## src/rtl/mem_bus_arbiter.sv

```systemverilog
// Round-robin arbiter sharing one memory bus between the instruction-fetch port (0)
// and the load/store port (1), with illegal-size rejection and hung-memory timeout.
module mem_bus_arbiter #(
  parameter int TIMEOUT_CYCLES = 4095
) (
  input  logic        i_clk,
  input  logic        i_rst_n,
  input  logic        i_m0_req,
  input  logic [31:0] i_m0_addr,
  input  logic [31:0] i_m0_wdata,
  input  logic [2:0]  i_m0_bhw,
  input  logic        i_m0_write,
  output logic        o_m0_done,
  output logic [31:0] o_m0_rdata,
  output logic        o_m0_err,
  input  logic        i_m1_req,
  input  logic [31:0] i_m1_addr,
  input  logic [31:0] i_m1_wdata,
  input  logic [2:0]  i_m1_bhw,
  input  logic        i_m1_write,
  output logic        o_m1_done,
  output logic [31:0] o_m1_rdata,
  output logic        o_m1_err,
  output logic [31:0] o_mem_data,
  output logic [31:0] o_mem_addr,
  output logic [2:0]  o_mem_bhw,
  output logic        o_mem_write,
  output logic        o_mem_dv,
  input  logic [31:0] i_mem_data,
  input  logic        i_mem_dv
);

  localparam int CNT_W = $clog2(TIMEOUT_CYCLES + 1);
  localparam logic [CNT_W-1:0] CNT_LAST = CNT_W'(TIMEOUT_CYCLES - 1);

  typedef enum logic [2:0] {IDLE, ISSUE, WAIT, DONE, DRAIN} state_t;

  state_t           state;
  logic             last_grant;
  logic             grant;
  logic             drain;
  logic [CNT_W-1:0] cnt;

  logic             win;
  logic [31:0]      win_addr;
  logic [31:0]      win_wdata;
  logic [2:0]       win_bhw;
  logic             win_write;
  logic [31:0]      cap_data;

  function automatic logic bhw_legal(input logic [2:0] bhw);
    return (bhw == 3'b001) || (bhw == 3'b010) || (bhw == 3'b100);
  endfunction

  // On a tie the port that did not win last time takes the bus.
  always_comb begin
    win       = (i_m0_req && i_m1_req) ? ~last_grant : i_m1_req;
    win_addr  = win ? i_m1_addr  : i_m0_addr;
    win_wdata = win ? i_m1_wdata : i_m0_wdata;
    win_bhw   = win ? i_m1_bhw   : i_m0_bhw;
    win_write = win ? i_m1_write : i_m0_write;
  end

  assign cap_data = o_mem_write ? 32'h0 : i_mem_data;

  always_ff @(posedge i_clk) begin
    if (!i_rst_n) begin
      state       <= IDLE;
      last_grant  <= 1'b1;
      grant       <= 1'b0;
      drain       <= 1'b0;
      cnt         <= '0;
      o_mem_dv    <= 1'b0;
      o_mem_data  <= 32'h0;
      o_mem_addr  <= 32'h0;
      o_mem_bhw   <= 3'b000;
      o_mem_write <= 1'b0;
      o_m0_done   <= 1'b0;
      o_m1_done   <= 1'b0;
      o_m0_err    <= 1'b0;
      o_m1_err    <= 1'b0;
      o_m0_rdata  <= 32'h0;
      o_m1_rdata  <= 32'h0;
    end else begin
      o_mem_dv   <= 1'b0;
      o_m0_done  <= 1'b0;
      o_m1_done  <= 1'b0;
      o_m0_err   <= 1'b0;
      o_m1_err   <= 1'b0;
      o_m0_rdata <= 32'h0;
      o_m1_rdata <= 32'h0;
      case (state)
        IDLE: begin
          if (i_m0_req || i_m1_req) begin
            o_mem_addr  <= win_addr;
            o_mem_data  <= win_wdata;
            o_mem_bhw   <= win_bhw;
            o_mem_write <= win_write;
            grant       <= win;
            last_grant  <= win;
            if (bhw_legal(win_bhw)) begin
              o_mem_dv <= 1'b1;
              state    <= ISSUE;
            end else begin
              // Rejected without ever touching the memory.
              o_m0_done <= ~win;
              o_m1_done <= win;
              o_m0_err  <= ~win;
              o_m1_err  <= win;
              state     <= DONE;
            end
          end
        end
        ISSUE: begin
          cnt   <= '0;
          state <= WAIT;
        end
        WAIT: begin
          if (i_mem_dv) begin
            o_m0_done  <= ~grant;
            o_m1_done  <= grant;
            o_m0_rdata <= grant ? 32'h0 : cap_data;
            o_m1_rdata <= grant ? cap_data : 32'h0;
            state      <= DONE;
          end else if (cnt == CNT_LAST) begin
            // Memory still owes a strobe; swallow it in DRAIN before reissuing.
            o_m0_done <= ~grant;
            o_m1_done <= grant;
            o_m0_err  <= ~grant;
            o_m1_err  <= grant;
            drain     <= 1'b1;
            state     <= DONE;
          end else begin
            cnt <= cnt + 1'b1;
          end
        end
        DONE: begin
          state <= drain ? DRAIN : IDLE;
        end
        DRAIN: begin
          if (i_mem_dv) begin
            drain <= 1'b0;
            state <= IDLE;
          end
        end
        default: state <= IDLE;
      endcase
    end
  end

endmodule

```

## config.mk

```make
export PLATFORM = sky130hd
export DESIGN_NAME = mem_bus_arbiter
export DESIGN_NICKNAME = d
export VERILOG_FILES = /design/src/rtl/mem_bus_arbiter.sv
export SDC_FILE = /design/constraint.sdc
export NUM_CORES = 1
export LEC_CHECK = 0
export CAP_MARGIN = 40
export CORE_ASPECT_RATIO = 0.6
export CORE_MARGIN = 5
export CORE_UTILIZATION = 39
export CTS_BUF_LIST = sky130_fd_sc_hd__clkbuf_4 sky130_fd_sc_hd__clkbuf_8 sky130_fd_sc_hd__clkbuf_16
export DETAILED_ROUTE_END_ITERATION = 16
export PLACE_DENSITY_LB_ADDON = 0.15
export SETUP_SLACK_MARGIN = 0.15
export SLEW_MARGIN = 20
export SYNTH_ARGS = -nofsm -noshare
export SYNTH_HDL_FRONTEND = slang
export SYNTH_SLANG_ARGS = --single-unit
```

## constraint.sdc

```tcl
create_clock -name i_clk -period 2.2 [get_ports i_clk]
set_clock_uncertainty 0.2 [all_clocks]
set_input_delay 0.33 -clock i_clk [delete_from_list [all_inputs] [get_ports i_clk]]
set_output_delay 0.33 -clock i_clk [all_outputs]
set_load 0.05 [all_outputs]
```

# After elaboration in Yosys (flattened, before gate mapping)
# Cells that the tools add are included.
# totals
reg_bits	155
inputBits	173
out_inout_bits	137
word_cells	86
# classes
addsub	1
eq_ne	14
mux	35
bitwise_logic	6
reduce_logical	14
# op_table
operator	n
2-to-1 mux 32 bit	3
2-to-1 mux 12 bit	2
case mux 12 bit (2 select lines)	1
2-to-1 mux 3 bit	6
2-to-1 mux 1 bit	16
case mux 3 bit (5 select lines)	1
adder 12 x 1 -> 12 bit (second input constant)	1
== test 12 bit (second input constant)	1
!= test 2 bit (second input constant)	5
case mux 1 bit (2 select lines)	5
== test 3 x 2 -> 1 bit (second input constant)	3
AND reduction 3 bit	3
AND reduction 4 bit	2
== test 3 x 1 -> 1 bit (second input constant)	2
== test 3 bit (second input constant)	2
NOT 1 bit	6
nonzero test 2 bit	2
OR reduction 4 bit	1
logical NOT 3 bit	1
logical OR 1 bit	3
!= test 3 bit (second input constant)	1
2-to-1 mux 2 bit	1
AND reduction 2 bit	1
logical AND 1 bit	1

# Logic depth before layout (Yosys ltp)
# Gate-level depths: netlist of run 1.
# depth
depth_word	9
depth_mapped	8
mapped_depth_nobuf	7

# Worst setup path before layout of run 1
# Ideal clock, no wire load.
# synth_path
path_type	input-to-reg
from	in i_mem_dv
to	reg cnt[10]
setup_time_ns	0.137
arrival_ns	1.501
t_required_ns	1.863
path_slack_ns	0.362
stages	6
path_buffers	1
cell_sequence	buf_2 > nor4b_4 > o21ai_2 > a2111oi_4 > xnor2_1 > nor2_1
# synth_between
elab_chain_len	2
# synth_lines
item	line	rtl
start, declared	30	input logic i_mem_dv
!= test 2 bit (no line)	--	
AND reduction 3 bit (no line)	--	
end signal, assigned	134	cnt <= cnt + 1'b1;
end, declared	42	logic [CNT_W-1:0] cnt;
# Every way passes these cells.
# A chain may end at the register's enable or synchronous reset.

# Worst setup path after layout of run 1
# layout_path
from	reg state[0]
to	reg cnt[8]
# layout_between
elab_chain_len	3
word_cells_on_any_way	7
cone_classes	4 x eq/ne; 1 x mux; 2 x reduce/logical
# layout_lines
item	line	rtl
start, declared	38	state_t state;
start signal, assigned	138	state <= drain ? DRAIN : IDLE;
== test 3 x 2 -> 1 bit / == test 3 x 1 -> 1 bit (equally long branches)	92	case (state)
!= test 2 bit (no line) / nonzero test 2 bit (equally long branches)	--	
AND reduction 3 bit (no line)	--	
# Several ways; a longest one is shown, not always the timed one.

==> flow_summary.ini, run 1 <==
[status]
status = finished, final reports clean

[clock_network]
root_buffer = clkbuf_16
cts_buffers = 17
clock_path_buffers = 2
cts_sinks = 155
path_clk_slew_ns = 0.07
cts_tree = done
cts_max_level = 4
clock_latency_ns = 0.41

[synthesis]
synth_area_um2 = 5615
yosysTopAreaCellShare_pct = 55.26
avgSynthCellArea_um2 = 10.19
ys_ff_latch = 155
yosysWarnings = 0
syn_inst = 551
synth.area.top_cells = dfxtp_1 55%, a222oi_1 12%, nor2b_1 7.5%, nor2_1 5.2%, nand2b_1 3.9%
synth_nets = 726
synth-seq-area-share_pct = 55.26
synth_top_area_cell = dfxtp_1
ys_types = 42

[worst_setup_path]
cp_slowest_stage_delay_ns = 0.53
r2r_start = state[0]
worstPathArrival_ns = 2.01
crit_type = flop to flop
worstPathRequired_ns = 2.27
cp_cell_sequence = nor3b_4, o21ai_2, a2111oi_4, xnor2_1, nor2_1
worst_path_max_delay_cell = dfxtp_1
critPathCaptureType = flop
startpoint_type = flop
ff2ff_setup_slack_ns = 0.26
crit_fanout = 7
startpoint = state[0]

[cells_and_area]
fillers = 1222
drive_above_1_share_pct = 7.514
fin_util_pct = 65.96
diodes = 0
syn_to_final_growth_pct = 67.89
fin_nets = 1027

[timing]
slew_viol_final = 0
tightest_slew_ns = 0.7898
max_freq_mhz = 514.5
period_share_pct = 88.35
post-route-min-period_ns = 1.944
hold_viol_final = 0
layout_setup_ws_ns = 0.2564
whs_ns = 0.1492
rsz0062_at_grt = yes
setup_viol = 0
relSlewSlack_pct = 46.99
fin_setup_tns_ns = 0

[routing]
first_iter_violations = 444
wire_per_inst_um = 18.16
wl_met3_um = 1622
met1_length_um = 7506
drt-total-wl_um = 19300
dr_total_vias = 5344
route.antenna.remaining_nets = 0
viasPerCell = 5.027
top_layer_used = met4
wl_met2_um = 9709
drc_errors = 0
drt-pass1-iter-count = 7

[placed_design]
place.gp.congestion = 0.8662
hpwl_um = 14590
portBuffers = 309
post-place-ws_ns = -0.04690

[power]
leakagePower_uw = 0.004198
cell_internal_pwr_uw = 5420
comb_power_share_pct = 22.6
p_seq_share_pct = 39.5
powerDensity_nw_per_um2 = 824.4
ir_worst_vdd_mv = 0.5102
swShare_pct = 30.27
p_sw_uw = 2352
p_clk_share_pct = 37.9

[flow_run]
drv_cap = 0

[floorplan]
ioPinCount = 310
start_util_pct = 39.29
die_y_um = 102.9
core_um2 = 14290
rows = 34
dieWidth_um = 164.9
die_area_um2 = 16980

[grt]
grt_pass1_vias = 5336
antenna_found_initial = 0
grt_pass1_wl_um = 28790
overflow = 0
track_usage_pct = 21.70
grt_max_degree = 78

[hold_path]
min_path_type = primary input to flop
min-delay-start = i_rst_n
==> repair_timing <==
| action | in CTS | in global routing |
|---|---|---|
| buffers inserted | 0 | 0 |
| pin swaps | 0 | 2 |
| hold buffers | 0 | 0 |
| resized for setup | 127 | 10 |
| setup endpoints to repair | 127 | 29 |
==> synthesized netlist by cell type <==
master	number
o21ai_1	2
nor4_1	1
xnor2_1	8
nand4_1	3
nor4_4	1
xor2_1	2
nand3b_1	1
and4_1	1
and4b_1	2
buf_1	4
nor3b_2	1
nor2_1	78
or3_1	3
dfxtp_1	155
clkbuf_1	31
nor4b_4	1
ha_1	2
o21ai_0	14
buf_6	2
a21boi_0	1
inv_1	5
nor2b_1	67
nor3_2	1
o21a_1	1
nor3_1	5
a211oi_1	2
a21boi_2	1
mux2i_1	4
nor3b_1	1
o2111ai_1	2
and3_1	1
and2_1	6
a21oi_1	7
o21ai_2	1
a222oi_1	65
buf_2	7
nand3_1	5
a2111oi_4	2
nand2_1	18
or2b_1	1
o32ai_1	1
nand2b_1	35
==> metrics by stage <==
stage	total power, uW	area (um^2)	std cells
after floorplan	4162	5615	551
after global placement	4944	8959	1031
after detailed placement	4987	8959	1031
after CTS	7836	9397	1063
after global routing	8085	9428	1063
final	7772	9428	1063
==> registers in the layout, indices dropped and copies added (netlist names), 3 cells and up <==
register / flops
state: 3
o_mem_addr: 32
o_mem_bhw: 3
o_mem_data: 32
o_m1_rdata: 32
cnt: 12
o_m0_rdata: 32
==> power by group through the flow <==
stage / Sequential (uW) / Combinational (uW) / Clock (uW)
final: 3070 / 1760 / 2950
after global routing: 3090 / 1850 / 3140
after CTS: 3070 / 1760 / 3010
after detailed placement: 3130 / 1850 / 0
after global placement: 3130 / 1820 / 0
after floorplan: 3640 / 526 / 0
==> cells in the final DEF (no fill, tap or decap), drive strengths merged, types with 8 or more instances in the layout <==
cell,n
nand2,18
a222oi,65
clkdlybuf4s50,171
nand2b,35
nor2b,67
nor2,78
o21ai,17
inv,13
xnor2,8
buf,21
dlygate4sd2,127
dfxtp,155
clkbuf,18
==> critical path: cells and delay by family, from the launching register on <==
kind            cells  cell delay [ns]
compound gates      2             0.55
xor+xnor            1             0.17
flops               1             0.53
simple gates        2             0.36
==> final timing paths <==
| path | end | depth (start not counted) |
|---|---|---|
| worst max register to register | cnt[8] | 5 |
| worst min-delay path | o_m1_err | 3 |
| worst max-delay path | cnt[8] | 5 |
| worst min register to register | last_grant | 2 |
==> area by class of cell <==
type	instances	area, um^2	share of cell area, %
multi-input cells	347	2331	24.72
flip-flops and latches	155	3104	32.93
repair buffers	326	3129	33.19
well taps	198	247.7	2.628
clock inverters	14	157.7	1.672
inverters	5	18.77	0.1991
clock buffers	18	439.2	4.658
==> routing by layer <==
metal | GRT usage (%) | vias up
li1 | - | 2588
met1 | 25.87 | 2506
met2 | 37.50 | 219
met3 | 6.952 | 31
met4 | 7.284 | 0
met5 | 0 | -
==> kinds of logic after synthesis <==
logic type / after synthesis / share of synthesized area (%)
AOI/OAI and AO/OA: 99 / 15.98
xor gates and xnor gates: 10 / 1.560
adders and majority gates: 2 / 0.4456
buffers and inverters: 49 / 3.699
DFF: 155 / 55.26
muxes: 4 / 0.7130
and+or+nand+nor: 232 / 22.35
Power figures use the tool's default switching activity.
==> run 2: changes to the inputs <==
--- a/config.mk
+++ b/config.mk
@@ -5,8 +5,8 @@
 export SDC_FILE = /design/constraint.sdc
 export NUM_CORES = 1
 export LEC_CHECK = 0
+export ABC_AREA = 0
 export CAP_MARGIN = 40
-export CORE_ASPECT_RATIO = 0.6
 export CORE_MARGIN = 5
 export CORE_UTILIZATION = 39
 export CTS_BUF_LIST = sky130_fd_sc_hd__clkbuf_4 sky130_fd_sc_hd__clkbuf_8 sky130_fd_sc_hd__clkbuf_16
==> constraint.sdc (replaced) <==
create_clock -name i_clk -period 2.2 [get_ports i_clk]
set_clock_uncertainty 0.2 [all_clocks]
set_input_delay 0.33 -clock i_clk [delete_from_list [all_inputs] [get_ports i_clk]]
set_output_delay 0.33 -clock i_clk [all_outputs]
set_load 0.02 [all_outputs]
==> run 2 against run 1 <==
Against the previous run: sequential power about the same; wire length decreased by 0.99%; cell count decreased by 1.4%; maximum frequency decreased by 0.15%; via count increased by 0.88%; worst hold slack got worse by 0.023 ns; count of clock-buffer cells in the layout unchanged; utilization increased by 2.9 points; global-route usage increased by 0.29 points; critical path depth decreased by 4; largest cell class unchanged.
==> flow_summary.ini, run 2 (same netlist as run 1, synthesis figures left out) <==
[worst_setup_path]
startpoint_type = flop
crit_type = flop to output pin
startpoint = o_mem_data[18]
crit_fanout = 2
crit_cells = 1
worst_path_max_delay_cell = clkdlybuf4s50_1
ff2ff_setup_slack_ns = 0.30
r2r_start = state[2]
cp_slowest_stage_delay_ns = 0.67
cp_cell_sequence = clkdlybuf4s50_1
path_delay_family = buffers and inverters
r2r_cells = 5
critPathCaptureType = output pin
r2r_end = o_mem_data[3]
worst-path-buf-inv = 1
worstPathRequired_ns = 1.67
worstPathArrival_ns = 1.42

[cells_and_area]
diodes = 0
fillers = 1024
drive_above_1_share_pct = 7.488
syn_to_final_growth_pct = 71.59
fin_util_pct = 68.88
final_cell_mix = 308 x clkdlybuf4s50_1, 154 x dfxtp_1, 78 x nor2_1, 67 x nor2b_1, 65 x a222oi_1
final_common_cell = clkdlybuf4s50_1
fin_nets = 1030

[clock_network]
cts_max_level = 4
cts_sinks = 155
clock_path_buffers = 2
cts_buffers = 17
clock_latency_ns = 0.42
path_clk_slew_ns = 0.06
root_buffer = clkbuf_16
hold_buffers = 0
cts_tree = done

[timing]
tightest_slew_ns = 0.7062
whs_ns = 0.1258
slew_viol_final = 0
layout_setup_ws_ns = 0.2535
max_freq_mhz = 513.8
hold_viol_final = 0
relSlewSlack_pct = 52.61
post-route-min-period_ns = 1.946
period_share_pct = 88.48
setup_viol = 0
rsz0062_at_grt = no

[power]
p_seq_share_pct = 38.9
powerDensity_nw_per_um2 = 819.4
swShare_pct = 24.81
comb_power_share_pct = 19.3
cell_internal_pwr_uw = 5936
p_clk_share_pct = 41.8
p_sw_uw = 1959
leakagePower_uw = 0.003556
ir_worst_vdd_mv = 0.4997

[routing]
drc_errors = 0
dr_total_vias = 5391
viasPerCell = 5.144
drt-pass1-iter-count = 6
drt-total-wl_um = 19110
first_iter_violations = 432
route.antenna.remaining_nets = 0
wire_per_inst_um = 18.23

[floorplan]
dieWidth_um = 130.0
rows = 43
start_util_pct = 40.14
core_um2 = 13990
die_area_um2 = 16900
ioPinCount = 310
die_y_um = 130.0

[grt]
grt_util_met1_pct = 24.78
overflow = 0
antenna_found_initial = 0
grt_max_degree = 64
grt_busiest_layer = met2
grt_pass1_wl_um = 28950
track_usage_pct = 21.99
grt_util_met2_pct = 37.15
gr-usage-met3_pct = 8.146
grt_pass1_vias = 5517

[flow_run]
drv_cap = 0

[hold_path]
min-delay-start = i_rst_n
hold_path_depth = 3
min_path_type = primary input to flop
min_to = o_m0_done

[placed_design]
place.gp.congestion = 0.8330
hpwl_um = 14460
post-place-ws_ns = -0.02879
portBuffers = 309

[status]
status = finished, final reports clean
==> run 2: changes by cell type in the layout (fill, tap and decap cells not counted), moves of 2 or more <==
cell / previous run / this run
dlygate4sd2_1: 127 / 0
clkinv_4: 0 / 2
inv_6: 7 / 3
clkdlybuf4s50_1: 171 / 308
dlymetal6s2s_1: 7 / 0
bufinv_16: 2 / 6
==> run 2: stage by stage <==
step                      TNS (ns)  instance area, um^2  std cells  power (uW)
after floorplan                  0                 5615        551        3822
after global placement           0                 8954       1016        4616
after detailed placement  -0.02879                 8954       1016        4650
after CTS                        0                 9628       1048        7972
after global routing             0                 9635       1048        8211
final                            0                 9635       1048        7895
==> run 2: what timing repair did <==
item	CTS	global route
gates resized for setup	0	2
setup buffers	0	0
setup endpoints to repair	0	63
==> run 2: worst max-delay path by stage <==
| stage | endpoint |
|---|---|
| after floorplan | cnt[10] |
| after global placement | cnt[8] |
| after detailed placement | cnt[10] |
| after CTS | o_mem_data[19] |
| after global routing | cnt[10] |
| final | o_mem_data[18] |
==> run 2: area by class of cell <==
| class | instances | area [um^2] | area share (%) |
|---|---|---|---|
| inverter | 5 | 18.77 | 0.1948 |
| tap | 180 | 225.2 | 2.337 |
| sequential | 155 | 3104 | 32.22 |
| clock inverter | 14 | 241.5 | 2.506 |
| multi-input combinational | 347 | 2325 | 24.13 |
| clock buffer | 18 | 432.9 | 4.493 |
| timing repair buffer | 329 | 3288 | 34.13 |
==> run 2: metal layers <==
metal / routed length, um / up-vias
met4: 683 / 0
met5: 0 / -
met1: 7094 / 2498
li1: - / 2591
met3: 1927 / 42
met2: 9403 / 260
==> run 2: power groups by stage <==
stage          logic, uW  clock network, uW  registers (uW)
2_1_floorplan        526                  0            3300
3_3_place_gp        1500                  0            3120
3_5_place_dp        1530                  0            3120
4_1_cts             1530               3370            3060
5_1_grt             1630               3490            3080
6_report            1520               3300            3070
==> run 3: changes to the inputs <==
--- a/config.mk
+++ b/config.mk
@@ -7,7 +7,6 @@
 export LEC_CHECK = 0
 export ABC_AREA = 0
 export CAP_MARGIN = 40
-export CORE_MARGIN = 5
 export CORE_UTILIZATION = 39
 export CTS_BUF_LIST = sky130_fd_sc_hd__clkbuf_4 sky130_fd_sc_hd__clkbuf_8 sky130_fd_sc_hd__clkbuf_16
 export DETAILED_ROUTE_END_ITERATION = 16
==> run 3 against run 2 <==
Against the previous run: utilization decreased by 0.89 points; clock power decreased by 18%; maximum frequency decreased by 0.63%; die area decreased by 12%; wire length decreased by 4.2%; combinational power about the same; non-clock buffer count unchanged; global-route usage increased by 2.1 points; first-iteration DRC count decreased by 1.6%; count of clock-buffer cells in the layout unchanged; worst setup slack got worse by 0.012 ns; largest cell class unchanged; largest power group is now registers.
==> flow_summary.ini, run 3 (same netlist as run 1, synthesis figures left out) <==
[floorplan]
die_y_um = 122.0
core_um2 = 13990
dieWidth_um = 122.0
rows = 43
ioPinCount = 310
die_area_um2 = 14880
start_util_pct = 40.14

[grt]
antenna_found_initial = 0
grt_max_degree = 68
grt_pass1_vias = 5379
track_usage_pct = 24.09
grt_pass1_wl_um = 27140
overflow = 0

[hold_path]
min_to = drain
min-delay-start = i_rst_n
min_path_type = primary input to flop
hold_path_depth = 2

[clock_network]
clock_path_buffers = 2
cts_sinks = 155
path_clk_slew_ns = 0.06
clock_latency_ns = 0.42
cts_max_level = 4
cts_buffers = 17
cts_tree = done
root_buffer = clkbuf_16

[worst_setup_path]
startpoint_type = flop
worst_path_max_delay_cell = clkdlybuf4s50_1
cp_slowest_stage_delay_ns = 0.66
ff2ff_setup_slack_ns = 0.26
path_delay_family = buffers and inverters
worstPathRequired_ns = 1.67
critPathCaptureType = output pin
crit_cells = 1
worstPathArrival_ns = 1.43
r2r_start = state[0]
crit_type = flop to output pin
r2r_end = cnt[8]
worst-path-buf-inv = 1
cp_cell_sequence = clkdlybuf4s50_1
crit_fanout = 2
r2r_cells = 5

[timing]
setup_viol = 0
period_share_pct = 89.04
tightest_slew_ns = 0.7256
max_freq_mhz = 510.5
post-route-min-period_ns = 1.959
hold_viol_final = 0
whs_ns = 0.1010
slew_viol_final = 0
layout_setup_ws_ns = 0.2412
rsz0062_at_grt = yes
relSlewSlack_pct = 51.30

[cells_and_area]
final_cell_mix = 308 x clkdlybuf4s50_1, 155 x dfxtp_1, 78 x nor2_1, 67 x nor2b_1, 65 x a222oi_1
drive_above_1_share_pct = 7.373
syn_to_final_growth_pct = 69.36
final_common_cell = clkdlybuf4s50_1
fin_nets = 1030
diodes = 0
fillers = 1107
design_area_um2 = 9510
fin_util_pct = 67.99

[power]
ir_worst_vdd_mv = 0.4879
powerDensity_nw_per_um2 = 766.0
power_uw = 7285
leakagePower_uw = 0.003486

[routing]
drc_errors = 0
route.antenna.remaining_nets = 0
dr_total_vias = 5406
viasPerCell = 5.158
first_iter_violations = 425
drt-total-wl_um = 18310
wire_per_inst_um = 17.47
drt-pass1-iter-count = 8

[status]
status = finished, final reports clean

[flow_run]
drv_cap = 0

[placed_design]
place_area_um2 = 8954
hpwl_um = 13400
place.gp.congestion = 0.7831
portBuffers = 309
post-place-ws_ns = -0.05261
## run 3: cell count changes in the layout (fill, tap and decap cells not counted), sizes merged
| cell | delta |
|---|---|
| bufinv | -6 |
| inv | +2 |
| clkinvlp | +4 |
## run 3: what timing repair did
item / 4_1_cts / 5_1_grt
hold buffers: 0 / 0
setup buffers: 0 / 0
gates resized for setup: 0 / 1
setup endpoints to repair: 0 / 14
## run 3: layout make-up
cell class | instances | area [um^2] | share of cell area, %
Clock inverter | 14 | 111.4 | 1.171
Timing Repair Buffer | 329 | 3288 | 34.57
Inverter | 5 | 18.77 | 0.1973
Clock buffer | 18 | 439.2 | 4.618
Tap cell | 180 | 225.2 | 2.368
Sequential cell | 155 | 3103 | 32.63
Multi-Input combinational cell | 347 | 2325 | 24.44
## run 3: worst max-delay path by stage
stage / from / end / slack (ns)
2_1_floorplan: i_mem_dv / cnt[10] / 0.36
3_3_place_gp: i_mem_dv / cnt[10] / -0.01
3_5_place_dp: i_mem_dv / cnt[8] / -0.05
4_1_cts: o_mem_data[10] / o_mem_data[10] / 0.21
5_1_grt: state[0] / cnt[8] / 0.11
6_report: o_mem_data[10] / o_mem_data[10] / 0.24
## run 3: per-stage QoR
stage	TNS, ns	std cells
6_report	0	1048
5_1_grt	0	1048
4_1_cts	0	1048
3_5_place_dp	-0.08214	1016
3_3_place_gp	-0.01128	1016
2_1_floorplan	0	551
## run 3: where the power goes
part / total [uW] / leakage [uW] / internal [uW] / switching, uW
Clock: 2690 / 0.000258 / 1490 / 1200
Sequential: 3060 / 0.00126 / 2970 / 91.7
Combinational: 1530 / 0.00197 / 818 / 716
Total: 7290 / 0.00349 / 5280 / 2010
## run 3: per-layer routing
metal,track usage (%),share of wire (%),vias up
li1,-,-,2587
met5,0,0,-
met4,14.81,5.0,0
met2,41.56,50,240
met1,24.99,37,2530
met3,8.333,8.2,49
